===== src/rtl/multi_roi_color_tracker.sv =====
// multi_roi_color_tracker: per-region RGB pixel classification and counting, a dominant
// colour per region at each frame end, and N-frame debouncing of that result
module multi_roi_color_tracker #(
   parameter int NUM_ROI = 4,
   parameter int PIX_W = 8,
   parameter int CNT_W = 16,
   parameter logic [10*NUM_ROI-1:0] ROI_X_START = {NUM_ROI{10'd0}},
   parameter logic [10*NUM_ROI-1:0] ROI_X_END = {NUM_ROI{10'd0}},
   parameter logic [10*NUM_ROI-1:0] ROI_Y_START = {NUM_ROI{10'd0}},
   parameter logic [10*NUM_ROI-1:0] ROI_Y_END = {NUM_ROI{10'd0}},
   parameter int HI_TH = 180,
   parameter int LO_TH = 100,
   parameter int MIN_PIXELS = 100,
   parameter int STABLE_FRAMES = 3
) (
   input logic clk,
   input logic reset,
   input logic enable,
   input logic pixel_valid,
   input logic frame_end,
   input logic [9:0] x_coord,
   input logic [9:0] y_coord,
   input logic [PIX_W-1:0] pixel_r,
   input logic [PIX_W-1:0] pixel_g,
   input logic [PIX_W-1:0] pixel_b,
   output logic [NUM_ROI-1:0] in_roi,
   output logic [2*NUM_ROI-1:0] raw_color,
   output logic [2*NUM_ROI-1:0] stable_color,
   output logic [NUM_ROI-1:0] changed,
   output logic result_valid,
   output logic busy,
   output logic overrun
);
   typedef enum logic [1:0] {ACCUM, SNAP, EVAL, UPDATE} state_t;
   localparam int IW = NUM_ROI > 1 ? $clog2(NUM_ROI) : 1;
   localparam logic [PIX_W-1:0] HI = PIX_W'(HI_TH);
   localparam logic [PIX_W-1:0] LO = PIX_W'(LO_TH);
   localparam logic [CNT_W-1:0] MINP = CNT_W'(MIN_PIXELS);
   localparam logic [CNT_W-1:0] CMAX = '1;
   localparam logic [3:0] SF = 4'(STABLE_FRAMES);

   state_t state, state_n;
   logic [1:0] cls, cls_q, win;
   logic [NUM_ROI-1:0] hit, chg_n;
   logic fe1, clr;
   logic [IW-1:0] idx;
   logic [CNT_W-1:0] cnt [NUM_ROI][3];
   logic [CNT_W-1:0] shd [NUM_ROI][3];
   logic [CNT_W-1:0] cr, cg, cb;
   logic [2*NUM_ROI-1:0] raw_w, cand, stab_n;
   logic [4*NUM_ROI-1:0] run, run_n;

   always_comb begin
      cls = (pixel_r >= HI && pixel_g <= LO && pixel_b <= LO) ? 2'd1
          : (pixel_g >= HI && pixel_r <= LO && pixel_b <= LO) ? 2'd2
          : (pixel_b >= HI && pixel_r <= LO && pixel_g <= LO) ? 2'd3 : 2'd0;
      hit = '0;
      for (int i = 0; i < NUM_ROI; i++)
         hit[i] = x_coord >= ROI_X_START[10*i +: 10] && x_coord <= ROI_X_END[10*i +: 10]
               && y_coord >= ROI_Y_START[10*i +: 10] && y_coord <= ROI_Y_END[10*i +: 10];
   end

   always_ff @(posedge clk)
      if (!reset) begin
         cls_q <= 2'd0;
         in_roi <= '0;
      end else begin
         cls_q <= (pixel_valid && enable) ? cls : 2'd0;
         in_roi <= (pixel_valid && enable) ? hit : '0;
      end

   always_ff @(posedge clk)
      if (!reset) state <= ACCUM;
      else state <= state_n;

   always_comb
      state_n = state == ACCUM ? (fe1 ? SNAP : ACCUM)
              : state == SNAP ? EVAL
              : state == EVAL ? (idx == IW'(NUM_ROI-1) ? UPDATE : EVAL)
              : ACCUM;

   always_comb begin
      busy = state != ACCUM;
      clr = state == SNAP || overrun;
   end

   // a discarded frame clears live counts on the overrun cycle, mirroring the SNAP-cycle clear
   always_ff @(posedge clk)
      if (!reset) begin
         for (int i = 0; i < NUM_ROI; i++)
            for (int j = 0; j < 3; j++) begin
               cnt[i][j] <= '0;
               shd[i][j] <= '0;
            end
      end else begin
         for (int i = 0; i < NUM_ROI; i++)
            for (int j = 0; j < 3; j++) begin
               if (state == SNAP) shd[i][j] <= cnt[i][j];
               if (in_roi[i] && cls_q == 2'(j+1))
                  cnt[i][j] <= clr ? CNT_W'(1) : (cnt[i][j] == CMAX ? CMAX : cnt[i][j] + 1'b1);
               else if (clr)
                  cnt[i][j] <= '0;
            end
      end

   always_comb begin
      cr = shd[idx][0];
      cg = shd[idx][1];
      cb = shd[idx][2];
      win = (cr > cg && cr > cb && cr >= MINP) ? 2'd1
          : (cg > cr && cg > cb && cg >= MINP) ? 2'd2
          : (cb > cr && cb > cg && cb >= MINP) ? 2'd3 : 2'd0;
   end

   // the new candidate always equals the raw result, so raw_w doubles as cand_next
   always_comb begin
      stab_n = stable_color;
      chg_n = '0;
      run_n = '0;
      for (int i = 0; i < NUM_ROI; i++) begin
         run_n[4*i +: 4] = raw_w[2*i +: 2] != cand[2*i +: 2] ? 4'd1
                         : run[4*i +: 4] == SF ? SF : run[4*i +: 4] + 4'd1;
         if (run_n[4*i +: 4] == SF && raw_w[2*i +: 2] != stable_color[2*i +: 2]) begin
            stab_n[2*i +: 2] = raw_w[2*i +: 2];
            chg_n[i] = 1'b1;
         end
      end
   end

   always_ff @(posedge clk)
      if (!reset) begin
         fe1 <= 1'b0;
         overrun <= 1'b0;
         idx <= '0;
         raw_w <= '0;
         cand <= '0;
         run <= '0;
         raw_color <= '0;
         stable_color <= '0;
         changed <= '0;
         result_valid <= 1'b0;
      end else begin
         fe1 <= frame_end && enable;
         overrun <= fe1 && state != ACCUM;
         idx <= state == EVAL ? idx + 1'b1 : '0;
         if (state == EVAL) raw_w[2*idx +: 2] <= win;
         result_valid <= state == UPDATE;
         changed <= state == UPDATE ? chg_n : '0;
         if (state == UPDATE) begin
            raw_color <= raw_w;
            stable_color <= stab_n;
            cand <= raw_w;
            run <= run_n;
         end
      end
endmodule


===== config.mk =====
export PLATFORM = sky130hd
export DESIGN_NAME = multi_roi_color_tracker
export DESIGN_NICKNAME = d
export VERILOG_FILES = /design/src/rtl/multi_roi_color_tracker.sv
export SDC_FILE = /design/constraint.sdc
export NUM_CORES = 1
export LEC_CHECK = 0
export ABC_AREA = 1
export BUFFER_PORTS_ARGS = -buffer_cell sky130_fd_sc_hd__buf_2
export CAP_MARGIN = 20
export CORE_MARGIN = 2
export CORE_UTILIZATION = 40
export DETAILED_ROUTE_END_ITERATION = 7
export SLEW_MARGIN = 20
export SYNTH_ARGS = -nofsm -noshare
export SYNTH_HDL_FRONTEND = slang
export SYNTH_SLANG_ARGS = --single-unit

===== constraint.sdc =====
create_clock -name clk -period 4 [get_ports clk]
set_input_delay 0.2 -clock clk [delete_from_list [all_inputs] [get_ports clk]]
set_output_delay 0.2 -clock clk [all_outputs]
set_load 0.005 [all_outputs]

---- Word-level counts from Yosys, hierarchy flattened ----
Memory sizes are Yosys's and may differ from the RTL's. A register that Yosys moved wholly into a read port is not among the register bits.
Cells that the tools add are included.
storage, ports and cells
  register bits after elaboration ......... 54
  RAM bits ................................ 384
  memories ................................ 2
memory list
  memory  words  bits a word  read ports  clocked after Yosys merged registers in  wr ports  RTL line  RTL
  cnt     4      48           4           0                                        4         47        logic [CNT_W-1:0] cnt [NUM_ROI][3];
  shd     4      48           1           1                                        4         48        logic [CNT_W-1:0] shd [NUM_ROI][3];
cells by class
  $add $sub $neg .......................... 18
  magnitude comparators ................... 19
  equality and inequality tests ........... 35
  shift operators ......................... 2
  mux-type cells .......................... 162
  bitwise gates (word level) .............. 38
  reduce and logical (&&, ||, !) cells .... 45
operators with widths
  kind                                                   count
  2-to-1 mux 16 bit                                      60
  adder 16 x 1 -> 16 bit (second input constant)         12
  == test 16 bit (second input constant)                 12
  > comparator 16 bit                                    6
  2-to-1 mux 1 bit                                       84
  >= comparator 16 x 7 -> 1 bit (second input constant)  3
  bitwise OR 1 bit                                       36
  logical AND 1 bit                                      34
  negator 3 -> 34 bit                                    1
  variable shift 2 x 34 -> 8 bit (first input constant)  1
  variable part select 2 x 34 -> 8 bit                   1
  == test 4 x 2 -> 1 bit (second input constant)         8
  2-to-1 mux 4 bit                                       8
  >= comparator 8 bit (second input constant)            3
  <= comparator 8 x 7 -> 1 bit (second input constant)   3
  >= comparator 10 x 1 -> 1 bit (second input constant)  2
  <= comparator 10 x 1 -> 1 bit (second input constant)  2
  2-to-1 mux 2 bit                                       9
  adder 4 x 1 -> 4 bit (second input constant)           4
  != test 2 bit                                          8
  AND reduction 2 bit                                    7
  == test 2 bit (second input constant)                  5
  bitwise mux 8 bit                                      1
  == test 2 x 1 -> 1 bit (second input constant)         2
  6 further kinds                                        7

---- Logic depth before layout (Yosys ltp) ----
Gate-level depths: netlist of run 1.
  depth in word-level cells ............... 8
  depth in mapped cells ................... 22
  mapped depth without buffers ............ 19

---- Worst setup path after synthesis of run 1 ----
OpenSTA, ideal clock, no wires.
  path type ............................... register to register
  start point ............................. register state[1]
  end point ............................... memory shd[0][0] in the netlist's numbering, enable pin
  library setup time ...................... 0.473 ns
  arrival ................................. 2.912 ns
  setup slack ............................. 0.615 ns
  cell stages (with the launch flop) ...... 4
  buffers on the path ..................... 0
  cells stage by stage .................... dfxtp_1 > inv_1 > ha_1 > or2_2
RTL lines
  what                    RTL line  RTL
  start, declared         42        state_t state, state_n;
  start signal, assigned  74        else state <= state_n;
  end, declared           48

---- Worst setup path after layout of run 1 ----
  start point ............................. register idx[0]
  end point ............................... register raw_w[3]
on the way
  word-level cells in the longest chain between the ends .. 3
  elaborated cells between the ends (all ways) .. 4
  those cells by class .................... 1 x add/sub; 2 x shift; 1 x mux
ends and longest elaborated chain
  what                                                                                    RTL line  RTL
  start, declared                                                                         46        logic [IW-1:0] idx;
  start signal, assigned                                                                  145       idx <= state == EVAL ? idx + 1'b1 : '0;
  negator 3 -> 34 bit *                                                                   146       if (state == EVAL) raw_w[2*idx +: 2] <= win;
  variable part select 2 x 34 -> 8 bit or variable shift 2 x 34 -> 8 bit (tied branches)  146
  bitwise mux 8 bit *                                                                     146
  end signal, assigned by index                                                           146
  end, declared                                                                           50        logic [2*NUM_ROI-1:0] raw_w, cand, stab_n;
Mark *: on every way between the ends. The rest lies on a longest branch, timed or not.
A chain may end at the register's enable or synchronous reset.

==> results.yml, run 1 <==
layout:
  nFillCells: 5509
  drive_above_1_share_pct: 9.79
  syn2layout_area_growth_pct: 11.9
  antenna_cells: 0
  final_common_cell: "nand2_1"
  final_cell_mix: "nand2_1, nor2_1, edfxtp_1"
  final_nets: 2807
clock_tree:
  cts_buffers: 50
  postCtsSetupBuffers: 0
  cts_resized: 0
  clock-sinks: 438
  cts.reportedPaths.clkPinSlew_ps: 60
  cts_root_buf: "clkbuf_16"
  htreeDepth: 2
  cts_max_path_buffers: 3
  cts_tree: "done"
  insertion_delay_ps: 610
die:
  die_w_um: 246
  num_io_pins: 76
  start_util_pct: 40.5
  rows: 88
  core-area_um2: 57800
  die_h_um: 246
  die_area_um2: 60500
setup_path:
  max_stage_delay_ps: 480
  path_class: "flop to flop"
  crit_top_cell: "nand2_1"
  worstPathCellList: "inv_4, buf_12, nand2_1, nand3_1, nand2_1, ha_1, nand2_1, nor2_1, nand2_1, nand3_1, nand2_1, nand2_1, nand3_1, nand2_2, nand4_1, a21oi_1"
  path_delay_family: "simple AND/OR/NAND/NOR gates"
  endpoint_kind: "flop"
  crit_buf_inv: 2
  crit_path_max_fanout: 53
  crit_required_ps: 4530
  slowest_stage: "dfxtp_4"
  cp.arrival_ps: 3670
  startpoint_type: "flop"
yosys:
  ys_seq_area_share_pct: 53.2
  synth_edf_count: 368
  postSynthCellCount: 2615
  synth_nets: 2737
  ys_seq_elements: 438
  synth-async-reset-ratio_pct: 0
  ys_warn_count: 0
  syn_area_um2: 23400
  avgSynthCellArea_um2: 8.95
  synthFlopType: "edfxtp_1"
  netlist-cell-type-count: 58
timing:
  worst_pin_slew_ps: 1060
  hold_viol_final: 0
  period_minus_slack_ps: 3130
  fin_crit_sh_pct: 78.3
  fin_tns_setup_ps: 0
  slew_viol_final: 0
  max_freq_mhz: 319
  relSlewSlack_pct: 29.5
  rsz0062_at_grt: "no"
  setup_violations: 0
  fin_skew_ps: 26.4
flow_run:
  maxCapViolCount: 0
grt:
  grt_pass1_wl_um: 91000
  track_usage_pct: 18.6
  grt_pass1_vias: 17500
  overflow: 0
  grt_start_max_net_pins: 122
  antenna_found_initial: 0
detailed_routing:
  via_per_inst: 5.14
  detail_route.wl_per_cell_um: 16.3
  drt_iter0_markers: 1571
  ant_nets: 0
  dr.pass1.iters: 5
  drc: 0
  wl_um: 56900
  vias: 18000
power:
  p_per_area_nw_per_um2: 390
  total_power_mw: 10.2
  ir_worst_vdd_mv: 0.288
  leakagePower_nw: 10.9
place:
  io_buffers: 75
  hpwl_um: 40000
  routabilityCongestion: 0.909
outcome:
  status: "finished clean"
hold_path:
  min_path_type: "input port to flop"
==> cell families (layout without fill, tap and decap cells) <==
group | count (synthesis) | count (layout) | share of synthesized area (%)
AO/OA/AOI/OAI | 365 | 365 | 8.50
XOR/XNOR | 123 | 123 | 4.60
adder cells (fa/ha/maj) | 73 | 73 | 3.90
buffers and inverters | 454 | 566 | 7.78
flip-flops | 438 | 438 | 53.2
multiplexers | 1 | 1 | 0.0428
AND/OR/NAND/NOR | 1161 | 1161 | 22.0
==> routing by layer <==
layer	wire, µm	global-route usage (%)	vias to the layer above
met5	0	0	-
met4	1440	5.70	0
met3	3310	3.66	99
met2	26500	30.1	434
met1	25600	25.3	8581
li1	-	-	8843
==> synthesized netlist by cell type (all sizes together) (8+ instances only) <==
cell type | instances | share of area, %
a21oi | 162 | 3.5
a31oi | 28 | 0.75
buf | 44 | 1.2
clkbuf | 43 | 0.69
dfxtp | 70 | 6.0
edfxtp | 368 | 47
ha | 73 | 3.9
inv | 365 | 5.9
nand2 | 472 | 7.7
nand3 | 167 | 3.9
nand4 | 31 | 0.86
nor2 | 392 | 6.6
nor3 | 62 | 1.7
nor4 | 17 | 0.61
o21ai | 138 | 3.0
o31ai | 8 | 0.26
or2 | 13 | 0.35
xnor2 | 16 | 0.60
xor2 | 107 | 4.0
==> final cells by class <==
| cell class | count | area, µm² | share of cell area [%] |
|---|---|---|---|
| sequential | 438 | 12500 | 47.5 |
| multi-input combinational | 1723 | 9150 | 34.9 |
| inverter | 367 | 1380 | 5.27 |
| clock buffer | 72 | 1380 | 5.25 |
| tap | 765 | 957 | 3.65 |
| timing repair buffer | 105 | 676 | 2.58 |
| clock inverter | 22 | 213 | 0.812 |
==> metrics by stage <==
stage	hold WS [ps]	setup slack [ps]	area [µm²]	util (%)	std cells
floorplan	314	615	23400	-	2615
global placement	451	988	24500	42.4	3388
detailed placement	444	899	24500	42.4	3388
CTS	153	895	26200	45.3	3492
global route	191	524	26200	45.3	3492
finish	191	868	26200	45.3	3492
==> flip-flops by register name, summed over array words and instances, names as in the netlist, 2 cells and up <==
signal and count:
cand 8, state 2, stable_color 8, run 16, raw_w 8, idx 2, cls_q 2, shd 192
changed 4, cnt 192
==> path summary, 6_finish.rpt <==
check	from	to	slack, ps	cells after the start
worst min-delay path	reset	changed[2]$_SDFF_PN0_	190	4
worst max register to register	idx[0]$_SDFF_PN0_	raw_w[3]$_SDFFE_PN0P_	870	16
worst max-delay path	idx[0]$_SDFF_PN0_	raw_w[3]$_SDFFE_PN0P_	870	16
worst min register to register	fe1$_SDFF_PN0_	overrun$_SDFF_PN0_	460	2
==> power breakdown <==
group | internal [mW] | switching [mW]
logic | 0.171 | 0.379
registers | 5.12 | 0.122
clock network | 2.54 | 1.90
total | 7.83 | 2.40
==> repair_timing <==
item	CTS	global route
setup endpoints to repair	0	0
endpoints found under the hold margin	4	0
hold buffers	10	0
==> worst reg2reg max path, stage by stage (launching register included) <==
cell,delay [ps]
dfxtp_4,480
inv_4,420
buf_12,310
nand2_1,100
nand3_1,70
nand2_1,200
ha_1,360
nand2_1,70
nor2_1,270
nand2_1,90
nand3_1,120
nand2_1,70
nand2_1,80
nand3_1,100
nand2_2,120
nand4_1,90
a21oi_1,140
(Power assumes the default switching activity.)
==> inputs of run 2 (changes only) <==
Clock period 4 ns to 2.55 ns, I/O delays scaled along.
==> results.yml, run 2 (synthesis gave the netlist of run 1 again) <==
clock_tree:
  cts_buffers: 49
  cts_root_buf: "clkbuf_16"
  cts_max_path_buffers: 3
  cts.reportedPaths.clkPinSlew_ps: 60
  cts_tree: "done"
  clock-sinks: 438
  insertion_delay_ps: 590
  htreeDepth: 2
layout:
  final_cell_mix: "nand2_1, nor2_1, edfxtp_1"
  seqCellArea_um2: 12500
  multi_input_area_um2: 9430
  final_common_cell: "nand2_1"
  top_regs: "cnt: 192 flops, shd: 192 flops, run: 16 flops"
  fin_cells: 3551
  final_util_pct: 47.2
  drive_above_1_share_pct: 14.3
  final_nets: 2868
  nFillCells: 5514
  antenna_cells: 0
  syn2layout_area_growth_pct: 16.6
setup_path:
  cp.arrival_ps: 3110
  endpoint_kind: "flop"
  path_class: "flop to flop"
  r2r_slack_ps: -50
  crit_path_max_fanout: 6
  max_stage_delay_ps: 450
  crit_top_cell: "nand2_1"
  worstPathCellList: "inv_8, buf_6, buf_16, nand2_1, nand3_2, nand2_2, buf_4, ha_1, a21oi_1, nor2_1, nor2_1, nand2_1, nand2_1, nand2_1, nor2_1, nand3_1, nand2_2, nand4_1, a21oi_1"
  crit_required_ps: 3060
  slowest_stage: "dfxtp_4"
  startpoint_type: "flop"
flow_run:
  maxCapViolCount: 0
timing:
  holdWs_ps: 42.6
  hold_viol_final: 0
  max_freq_mhz: 384
  rsz0062_at_grt: "yes"
  fin_tns_setup_ps: -153
  fin_crit_sh_pct: 102
  relSlewSlack_pct: 56.2
  setup_violations: 5
  fin_skew_ps: 22.6
  worst_pin_slew_ps: 656
  worst_slack_ps: -53.6
  period_minus_slack_ps: 2600
  slew_viol_final: 0
hold_path:
  min_path_type: "input port to flop"
power:
  p_per_area_nw_per_um2: 596
  total_power_mw: 16.3
  leakagePower_nw: 11.3
  ir_worst_vdd_mv: 0.437
grt:
  grt_pass1_wl_um: 93700
  track_usage_pct: 19.4
  grt_pass1_vias: 17700
  grt_start_max_net_pins: 82
  overflow: 0
  antenna_found_initial: 0
die:
  die_area_um2: 60500
  core-area_um2: 57800
  num_io_pins: 76
  rows: 88
  die_w_um: 246
  die_h_um: 246
  start_util_pct: 40.5
place:
  io_buffers: 75
  placed_cells: 3430
  routabilityCongestion: 0.867
  hpwl_um: 41300
detailed_routing:
  detail_route.wl_per_cell_um: 16.6
  wl_um: 58800
  dr.pass1.iters: 5
  vias: 18200
  drc: 0
  via_per_inst: 5.13
  drt_iter0_markers: 1440
  ant_nets: 0
outcome:
  status: "finished with violations"
  violations: "setup timing"
-- run 2: final timing paths --
| kind | from | to | depth (start not counted) |
|---|---|---|---|
| max | idx[0]$_SDFF_PN0_ | raw_w[7]$_SDFFE_PN0P_ | 19 |
| min | pixel_g[7] | cls_q[0]$_SDFF_PN0_ | 6 |
| max reg2reg | idx[0]$_SDFF_PN0_ | raw_w[7]$_SDFFE_PN0P_ | 19 |
| min reg2reg | fe1$_SDFF_PN0_ | overrun$_SDFF_PN0_ | 2 |
-- run 2: layout make-up --
type                    count  share of cell area [%]
clock buffers              68                    5.14
multi-input cells        1723                    34.6
well taps                 765                    3.51
clock inverters            23                   0.756
inverters                 367                    5.09
flip-flops and latches    438                    45.6
repair buffers            167                    5.30
-- run 2: per-layer routing --
metal  GRT usage (%)  routed length, µm
met5               0                  0
met4            5.49               1360
met3            2.99               3480
met2            31.9              27400
met1            26.5              26500
-- run 2: what timing repair did --
action                                  CTS  global route
hold endpoints to repair                  8             0
cloned                                    6             0
endpoints found under the setup margin    8            12
pin swaps                                11             9
buffers inserted                          8             4
gates resized for setup                  55            25
hold buffers                             12             0
-- run 2: critical path: cells and delay by family, from the launching register on --
family | cells | cell delay [ps]
buffers and inverters | 4 | 490
AOI/OAI and AO/OA | 2 | 300
DFF | 1 | 450
adders and majority gates | 1 | 220
and+or+nand+nor | 12 | 1040
-- run 2: stage by stage --
stage / setup WS [ps] / cell area [µm²]
6_report: -53.6 / 27300
4_1_cts: 2.46 / 27100
2_1_floorplan: 8.15 / 23400
5_1_grt: -192 / 27300
3_5_place_dp: -101 / 24900
3_3_place_gp: -10.6 / 24900
-- run 2: power by group --
part           total (mW)  switching [mW]  internal [mW]
sequential           8.22           0.194           8.03
combinational       0.950           0.627          0.323
clock                7.08            2.92           4.16
